`config.mk`:
```
export PLATFORM = sky130hd
export DESIGN_NAME = stack_controller_flat
export DESIGN_NICKNAME = d
export VERILOG_FILES = /design/src/rtl/stack_controller_pkg.sv /design/src/rtl/stack_controller_if.sv /design/src/rtl/stack_controller.sv /design/src/flat_wrapper.sv
export SDC_FILE = /design/constraint.sdc
export NUM_CORES = 1
export LEC_CHECK = 0
export CAP_MARGIN = 20
export CELL_PAD_IN_SITES_DETAIL_PLACEMENT = 1
export CELL_PAD_IN_SITES_GLOBAL_PLACEMENT = 2
export CORE_MARGIN = 2
export CORE_UTILIZATION = 27
export CTS_CLUSTER_SIZE = 24
export DETAILED_ROUTE_END_ITERATION = 10
export GPL_TIMING_DRIVEN = 0
export PLACE_DENSITY_LB_ADDON = 0.1
export SLEW_MARGIN = 20
export SYNTH_ARGS = -nofsm -noshare
export SYNTH_HDL_FRONTEND = slang
export SYNTH_SLANG_ARGS = --single-unit
```
`constraint.sdc`:
```
create_clock -name clk -period 2.9 [get_ports clk]
set_clock_uncertainty 0.05 [all_clocks]
set_input_delay 0.435 -clock clk [delete_from_list [all_inputs] [get_ports clk]]
set_output_delay 0.435 -clock clk [all_outputs]
set_load 0.02 [all_outputs]
```
`src/rtl/stack_controller_pkg.sv`:
```
// Shared constants for the CTI-8 stack sequencer: op codes, SP limits, FSM states
// and the acceptance-time rejection rule.
package stack_ctrl_pkg;

  localparam logic [2:0] OP_PUSH = 3'd0;
  localparam logic [2:0] OP_POP  = 3'd1;
  localparam logic [2:0] OP_CALL = 3'd2;
  localparam logic [2:0] OP_RET  = 3'd3;
  localparam logic [2:0] OP_LDSP = 3'd4;
  localparam logic [2:0] OP_RDSP = 3'd5;

  localparam logic [7:0] SP_FULL  = 8'h00;
  localparam logic [7:0] SP_EMPTY = 8'hFF;

  typedef enum logic [2:0] {
    S_INIT, S_IDLE, S_PSH, S_INC, S_RD, S_CAP, S_LOAD, S_DONE
  } state_e;

  typedef struct packed {
    logic [2:0]  code;
    logic [15:0] data;
  } stack_req_t;

  // Occupied bytes are FF..01, so SP==00 is full and SP==FF is empty.
  function automatic logic op_reject(input logic [2:0] code, input logic [7:0] sp);
    case (code)
      OP_PUSH:          return sp == SP_FULL;
      OP_CALL:          return sp <= 8'h01;
      OP_POP:           return sp == SP_EMPTY;
      OP_RET:           return sp >= 8'hFE;
      OP_LDSP, OP_RDSP: return 1'b0;
      default:          return 1'b1;
    endcase
  endfunction

endpackage

```
`src/rtl/stack_controller_if.sv`:
```
// Request/response handshake between the core control unit and the stack sequencer.
interface stack_controller_if;
  logic        op_valid;
  logic [2:0]  op_code;
  logic [15:0] op_data;
  logic        op_ready;
  logic        done;
  logic        err;
  logic [15:0] rdata;

  modport master (output op_valid, op_code, op_data, input op_ready, done, err, rdata);
  modport slave  (input op_valid, op_code, op_data, output op_ready, done, err, rdata);
endinterface

```
`src/rtl/stack_controller.sv`:
```
// Sequences the SP counter and stack-page memory strobes for PUSH/POP/CALL/RET/LDSP/RDSP,
// rejecting overflow/underflow at acceptance before any state is touched.
module stack_controller
  import stack_ctrl_pkg::*;
#(
  parameter logic [7:0] STACK_PAGE = 8'h01
) (
  input  logic               clk,
  input  logic               rst,
  input  logic               clk_en,
  stack_controller_if.slave  ctl,
  output logic               sp_oe,
  output logic               sp_wr,
  output logic               sp_dir,
  output logic               sp_en,
  input  logic [7:0]         sp_addr,
  output logic [7:0]         bus_out,
  output logic               bus_drive_en,
  output logic [15:0]        mem_addr,
  output logic               mem_we,
  output logic [7:0]         mem_wdata,
  output logic               mem_re,
  input  logic [7:0]         mem_rdata
);

  state_e     state_q, state_d;
  logic       phase_q, phase_d;
  stack_req_t req_q;
  logic       err_q;
  logic [7:0] lo_q;
  logic [15:0] rdata_q;

  logic       accept, reject;
  logic       cap_lo, cap_pop, cap_ret;
  logic       wr_c, en_c, we_c, re_c, drive_c;
  logic [7:0] bus_c;
  logic       is_call, is_ret;

  assign is_call = req_q.code == OP_CALL;
  assign is_ret  = req_q.code == OP_RET;

  always_ff @(posedge clk or posedge rst) begin
    if (rst) begin
      state_q <= S_INIT;
      phase_q <= 1'b0;
    end else if (clk_en) begin
      state_q <= state_d;
      phase_q <= phase_d;
    end
  end

  always_comb begin
    state_d   = state_q;
    phase_d   = phase_q;
    accept    = 1'b0;
    reject    = 1'b0;
    cap_lo    = 1'b0;
    cap_pop   = 1'b0;
    cap_ret   = 1'b0;
    wr_c      = 1'b0;
    en_c      = 1'b0;
    we_c      = 1'b0;
    re_c      = 1'b0;
    drive_c   = 1'b0;
    bus_c     = 8'h00;
    sp_dir    = 1'b0;
    mem_wdata = 8'h00;
    unique case (state_q)
      S_INIT: begin
        bus_c   = SP_EMPTY;
        drive_c = 1'b1;
        wr_c    = 1'b1;
        state_d = S_IDLE;
      end
      S_IDLE: begin
        if (ctl.op_valid) begin
          accept  = 1'b1;
          reject  = op_reject(ctl.op_code, sp_addr);
          phase_d = 1'b0;
          if (reject) state_d = S_DONE;
          else begin
            case (ctl.op_code)
              OP_PUSH, OP_CALL: state_d = S_PSH;
              OP_POP, OP_RET:   state_d = S_INC;
              OP_LDSP:          state_d = S_LOAD;
              default:          state_d = S_DONE;
            endcase
          end
        end
      end
      S_PSH: begin
        // CALL pushes the high byte first so it lands at the higher address.
        we_c      = 1'b1;
        mem_wdata = (is_call && !phase_q) ? req_q.data[15:8] : req_q.data[7:0];
        en_c      = 1'b1;
        sp_dir    = 1'b1;
        if (is_call && !phase_q) phase_d = 1'b1;
        else                     state_d = S_DONE;
      end
      S_INC: begin
        en_c    = 1'b1;
        state_d = S_RD;
      end
      S_RD: begin
        re_c    = 1'b1;
        state_d = S_CAP;
      end
      S_CAP: begin
        if (is_ret && !phase_q) begin
          cap_lo  = 1'b1;
          en_c    = 1'b1;
          phase_d = 1'b1;
          state_d = S_RD;
        end else begin
          cap_pop = !is_ret;
          cap_ret = is_ret;
          state_d = S_DONE;
        end
      end
      S_LOAD: begin
        bus_c   = req_q.data[7:0];
        drive_c = 1'b1;
        wr_c    = 1'b1;
        state_d = S_DONE;
      end
      S_DONE: state_d = S_IDLE;
    endcase
  end

  // RET's low byte is parked in lo_q so rdata only changes once the full address is in.
  always_ff @(posedge clk or posedge rst) begin
    if (rst) begin
      req_q   <= '0;
      err_q   <= 1'b0;
      lo_q    <= 8'h00;
      rdata_q <= 16'h0000;
    end else if (clk_en) begin
      if (accept) begin
        req_q <= '{code: ctl.op_code, data: ctl.op_data};
        err_q <= reject;
        if (!reject && ctl.op_code == OP_RDSP) rdata_q <= {8'h00, sp_addr};
      end
      if (cap_lo)  lo_q    <= mem_rdata;
      if (cap_pop) rdata_q <= {8'h00, mem_rdata};
      if (cap_ret) rdata_q <= {mem_rdata, lo_q};
    end
  end

  assign sp_oe        = 1'b0;
  assign sp_wr        = wr_c & clk_en & ~rst;
  assign sp_en        = en_c & clk_en & ~rst;
  assign mem_we       = we_c & clk_en & ~rst;
  assign mem_re       = re_c & clk_en & ~rst;
  assign bus_drive_en = drive_c & ~rst;
  assign bus_out      = rst ? 8'h00 : bus_c;
  assign mem_addr     = {STACK_PAGE, sp_addr};

  assign ctl.op_ready = state_q == S_IDLE;
  assign ctl.done     = state_q == S_DONE;
  assign ctl.err      = (state_q == S_DONE) & err_q;
  assign ctl.rdata    = rdata_q;

endmodule

```
`src/flat_wrapper.sv`:
```
// flat-port wrapper written by rule: the top's interface ports become plain ports
module stack_controller_flat import stack_ctrl_pkg::*;
#(
  parameter logic [7:0] STACK_PAGE = 8'h01
)
  (clk, rst, clk_en, sp_oe, sp_wr, sp_dir, sp_en, sp_addr, bus_out, bus_drive_en, mem_addr, mem_we, mem_wdata, mem_re, mem_rdata, ctl_op_valid, ctl_op_code, ctl_op_data, ctl_op_ready, ctl_done, ctl_err, ctl_rdata);
  stack_controller_if ctl_i ();
  input  logic clk;
  input  logic rst;
  input  logic clk_en;
  output logic sp_oe;
  output logic sp_wr;
  output logic sp_dir;
  output logic sp_en;
  input  logic [7:0] sp_addr;
  output logic [7:0] bus_out;
  output logic bus_drive_en;
  output logic [15:0] mem_addr;
  output logic mem_we;
  output logic [7:0] mem_wdata;
  output logic mem_re;
  input  logic [7:0] mem_rdata;
  input wire logic [$bits(ctl_i.op_valid)-1:0] ctl_op_valid;
  input wire logic [$bits(ctl_i.op_code)-1:0] ctl_op_code;
  input wire logic [$bits(ctl_i.op_data)-1:0] ctl_op_data;
  output wire logic [$bits(ctl_i.op_ready)-1:0] ctl_op_ready;
  output wire logic [$bits(ctl_i.done)-1:0] ctl_done;
  output wire logic [$bits(ctl_i.err)-1:0] ctl_err;
  output wire logic [$bits(ctl_i.rdata)-1:0] ctl_rdata;
  assign ctl_i.op_valid = ctl_op_valid;
  assign ctl_i.op_code = ctl_op_code;
  assign ctl_i.op_data = ctl_op_data;
  assign ctl_op_ready = ctl_i.op_ready;
  assign ctl_done = ctl_i.done;
  assign ctl_err = ctl_i.err;
  assign ctl_rdata = ctl_i.rdata;
  stack_controller #(.STACK_PAGE(STACK_PAGE)) u_core (.clk(clk), .rst(rst), .clk_en(clk_en), .ctl(ctl_i), .sp_oe(sp_oe), .sp_wr(sp_wr), .sp_dir(sp_dir), .sp_en(sp_en), .sp_addr(sp_addr), .bus_out(bus_out), .bus_drive_en(bus_drive_en), .mem_addr(mem_addr), .mem_we(mem_we), .mem_wdata(mem_wdata), .mem_re(mem_re), .mem_rdata(mem_rdata));
endmodule
```
======== Yosys cells after proc, flatten, opt, wreduce, memory -nomap -nowiden ========
Cells that the tools add are included.
operators by class
  add/sub/neg operators ................... 0
  multiply operators ...................... 0
  divide/modulo/power cells ............... 0
  $lt $le $gt $ge ......................... 2
  equal/unequal tests ..................... 19
  shift operators ......................... 0
  mux-type cells .......................... 35
  bitwise operators ....................... 11
  reductions and logical operators ........ 23
operators with widths
  cell                  count
  $mux W16              4
  $mux W8               3
  $pmux W3 S7           1
  $eq A3 B2 Y1 const B  6
  $eq A3 B3 Y1 const B  6
  $mux W1               18
  $pmux W8 S2           1
  $reduce_or A2 Y1      6
  $and A1 B1 Y1         10
  $mux W3               3
  $pmux W3 S3           1
  $reduce_bool A3 Y1    3
  $eq A8 B8 Y1 const B  1
  $ge A8 B8 Y1 const B  1
  $le A8 B1 Y1 const B  1
  $logic_not A8 Y1      1
  $eq A3 B1 Y1 const B  2
  $logic_not A3 Y1      2
  $reduce_and A3 Y1     2
  $pmux W1 S5           1
  $reduce_and A5 Y1     1
  $ne A2 B1 Y1 const B  2
  $ne A2 B2 Y1 const B  2
  $reduce_and A2 Y1     2
  6 further kinds       10
word-level totals
  bits in registers ....................... 48
  bits in latches ......................... 0
  bits in writable memories ............... 0
  bits in read-only memories .............. 0
  input port bits ......................... 39
  output and inout bits ................... 58
  word-level logic and storage cells ...... 97
  memories ................................ 0

======== Logic depth before layout (Yosys ltp) ========
Gate-level depths: netlist (run 1).
  depth in word-level cells ............... 13
  mapped depth ............................ 8
  mapped depth without buffers ............ 6

======== Least setup slack after synthesis (run 1) ========
No wires, ideal clock.
  path type ............................... input-to-output
  start ................................... in rst
  end ..................................... out sp_wr
  arrival time ............................ 2.635 ns
  data required time ...................... 2.415 ns
  path slack .............................. -0.220 ns
  cell stages on the path ................. 4
  buffers on the path ..................... 0
  path through ............................ inv_1 nand2_1 a21oi_1 and2_1
between the ends
  word-level cells in the longest chain between the ends .. 2
ends and longest elaborated chain
  item           line                     source
  from (decl)    flat_wrapper.sv:9        input logic rst;
  $not A1 Y1     stack_controller.sv:150  assign sp_wr = wr_c & clk_en & ~rst;
  $and A1 B1 Y1  stack_controller.sv:150
  to (decl)      flat_wrapper.sv:12       output logic sp_wr;
No other way between the ends.

======== Worst setup path in the final report (run 1) ========
  start ................................... in rst
  end ..................................... out bus_drive_en
between the ends
  word-level cells in the longest chain between the ends .. 2
ends and longest elaborated chain
  item           line                     source
  $not A1 Y1     stack_controller.sv:154  assign bus_drive_en = drive_c & ~rst;
  $and A1 B1 Y1  stack_controller.sv:154
  to (decl)      flat_wrapper.sv:17       output logic bus_drive_en;
No other way between the ends.

==> impl_metrics.toml, run 1 <==
[synth]
seq_area_frac_synth = 0.437
ys.warnings.count = 0
synth_cell_types = 49
synth_enable_flop_cells = 0
synth.avg_cell_area_um2 = 9.64
syn-cell-area_um2 = 2750
synth_seq_cells = 48
synthCells = 285
postSynth.asyncResetShare = 1.00
synth_top_flop_cell = "dfrtp_1"

[placement]
dpl_cell_area_um2 = 3820
preCtsSetupSlack_ns = -0.679
dp_hpwl_um = 6520
placed_cells_incl_taps = 512
quantity_of_i_o_buffers_inserted_on_ports = 86
routabilityCongestion = 0.764

[clock_tree]
worstSkewPairLatency_ns = 0.31
clock-root-buffer = "clkbuf_8"
cts_num_sinks = 48
cts_buffers = 5
clock_tree_from_tritoncts = "built"
ctsLongestPathBuffers = 2
clk_transition_reported_paths_ns = 0.10
cts_hold_bufs = 0
htreeDepth = 2

[sta]
finalSetupViolations = 0
grt_setup_unrepaired = "no"
final_ws_setup_ns = 0.0955
timing.final.hold_violations = 0
worst_slew_pin_slew_ns = 0.633
final.hold.worst_slack_ns = 0.455
final.setup.tns_ns = 0
timing.slew.headroom = 0.575
layout_worst_path_cycle_share = 0.967
finalMaxSlewViolations = 0
period_needed_ns = 2.80
maxClockFrequency_mhz = 357

[detailed_routing]
total_vias_in_the_final_route = 2491
ant_nets = 0
drt-total-wl_um = 8880
routed_wire_length_per_instance_um = 17.0
top_layer_used = "met4"
routedLengthMet1_um = 4440
drt_drc_violations_left = 0
drt_iter0_drc = 48
dr.pass1.iters = 4
vias_per_cell = 4.77
met3RoutedLength_um = 485
route.met2.wl_um = 3850

[final_layout]
layout.cells.most_common_list = "clkdlybuf4s50_1, dfrtp_1, nand2_1"
final_common_cell = "clkdlybuf4s50_1"
count_of_inserted_antenna_diode_cells = 0
multi_input_comb_area_um2 = 1320
area_growth_from_synthesis_to_final_layout_pct = 44.4
number_of_nets_in_the_final_layout = 427
final_layout_size_suffix_gt1_frac = 0.206
final_cell_area_um2 = 3970
finished_core_util = 0.404
instances_no_fill = 522
layout.area.seq_um2 = 1200
layout.filler_cells = 1169

[pwr]
vdd_ir_drop_max_mv = 0.299
cellLeakagePower_nw = 1.67
fin_total_pwr_mw = 3.33
p_per_area_nw_per_um2 = 840

[floorplan]
die_h_um = 105
chipWidth_um = 105
rows = 36
design.core.area_um2 = 9820
floorplan.io_pins = 97
die-area_um2 = 11000
start_util = 0.280

[setup_path]
crit_chain = "clkdlybuf4s50_1, clkinvlp_4, buf_12, nand2_2, a21oi_2, clkdlybuf4s50_1"
worst_path_dominant_cell_family = "buffers and inverters"
cpMaxStageDelayCell = "clkdlybuf4s50_1"
crit_path_start_kind = "input port"
timing.critical_path.fanout_max = 26
worstPathRequired_ns = 2.41
worst-path-buf-inv = 4
slowest_delay_ns = 0.63
reg_to_reg_critical_path_startpoint = "u_core.state_q[1]"
cp_common_cell = "clkdlybuf4s50_1"
crit_arrival_ns = 2.32
timing.critical_path.from = "rst"
path_class = "input port to primary output"
worst_setup_path_end_kind = "primary output"

[flow_run]
maxCapViolCount = 0

[worst_hold_path]
holdCritPathClass = "flip-flop to flip-flop"
hold_start = "u_core.req_q[9]"

[outcome]
result_of_the_run = "finished, final reports clean"

[global_routing]
grt_antenna_before_repair = 0
grt_overflow = 0
vias_in_the_first_global_route = 2656
grt_pass1_wl_um = 14500
grt_start_max_net_pins = 27
total_routing_resource_utilization_after_global_routing = 0.168
-- area by class of cell --
type | instances | share of cell area
plain buffers | 34 | 0.0568
flip-flops and latches | 48 | 0.303
inverters | 12 | 0.0123
well taps | 133 | 0.0419
repair inverters | 1 | 0.00126
clock inverters | 2 | 0.00883
repair buffers | 89 | 0.226
clock buffers | 6 | 0.0183
multi-input cells | 197 | 0.332
-- synthesized netlist by cell type, types with 2 or more instances --
master,instances,share of area
nand3b_1,2,0.0055
o21ai_0,19,0.035
conb_1,2,0.0027
nand2b_1,2,0.0046
and2_1,3,0.0068
nand3_1,18,0.033
dfrtp_1,48,0.44
inv_1,12,0.016
nand2_1,34,0.046
a21oi_1,23,0.042
and3b_1,2,0.0064
o21a_1,8,0.022
a31oi_1,2,0.0046
buf_4,21,0.057
buf_2,8,0.015
clkbuf_1,4,0.0055
o311a_1,2,0.0073
nand4_1,8,0.018
a32o_1,8,0.029
mux2_2,27,0.11
nor2_1,4,0.0055
-- cells by family after synthesis --
group,Yosys count,synth area share
simple gates,91,0.182
other cells,2,0.00273
mux,28,0.115
compound gates,69,0.164
flops,48,0.437
buf+inv,47,0.0993
-- layer usage --
metal,vias up,track usage
li1,1198,-
met1,1212,0.240
met2,74,0.256
met3,7,0.0362
met4,0,0.0429
met5,-,0
-- power breakdown --
group	switching, mW	internal (mW)	total, mW
sequential	0.223	0.961	1.18
clock	0.247	0.257	0.504
combinational	0.860	0.786	1.65
-- worst reg2reg max path, cell delays in order (launching register included) --
cell and delay, ns:
dfrtp_1 0.45, nand3b_2 0.36, o22ai_4 0.38, nand2_1 0.28, a32o_1 0.30
-- path summary, 6_finish.rpt --
kind | slack [ns] | to | cells past startpoint
hold reg to reg | 0.45 | u_core.req_q[9] | 1
setup / recovery | 0.1 | bus_drive_en | 6
hold / removal | 0.45 | u_core.req_q[9] | 1
setup reg to reg | 0.96 | u_core.ctl.rdata[0] | 4
min in group asynchronous | 0.56 | u_core.req_q[4] | 3
max in group asynchronous | 1.88 | u_core.ctl.rdata[1] | 2
-- registers in the layout, summed over array words and instances, names as in the netlist --
register / flops
u_core.req_q: 19
u_core.ctl.rdata: 16
u_core.lo_q: 8
u_core.state_q: 3
u_core.err_q: 1
u_core.phase_q: 1
-- what timing repair did --
action                                  in CTS  in global routing
endpoints found under the setup margin      21                 13
buffers inserted                             1                  1
endpoints found under the hold margin        0                  0
cloned                                       1                  0
pin swaps                                    0                  1
resized for setup                            5                  2
(Power assumes the default switching activity.)
==> run 2: changes to the inputs <==
--- a/config.mk
+++ b/config.mk
@@ -10,6 +10,7 @@
 export CELL_PAD_IN_SITES_GLOBAL_PLACEMENT = 2
 export CORE_MARGIN = 2
 export CORE_UTILIZATION = 27
+export CTS_CLUSTER_DIAMETER = 100
 export CTS_CLUSTER_SIZE = 24
 export DETAILED_ROUTE_END_ITERATION = 10
 export GPL_TIMING_DRIVEN = 0
==> results of run 2 <==
The final DEF is identical to that of run 1; final timing and power are the same.
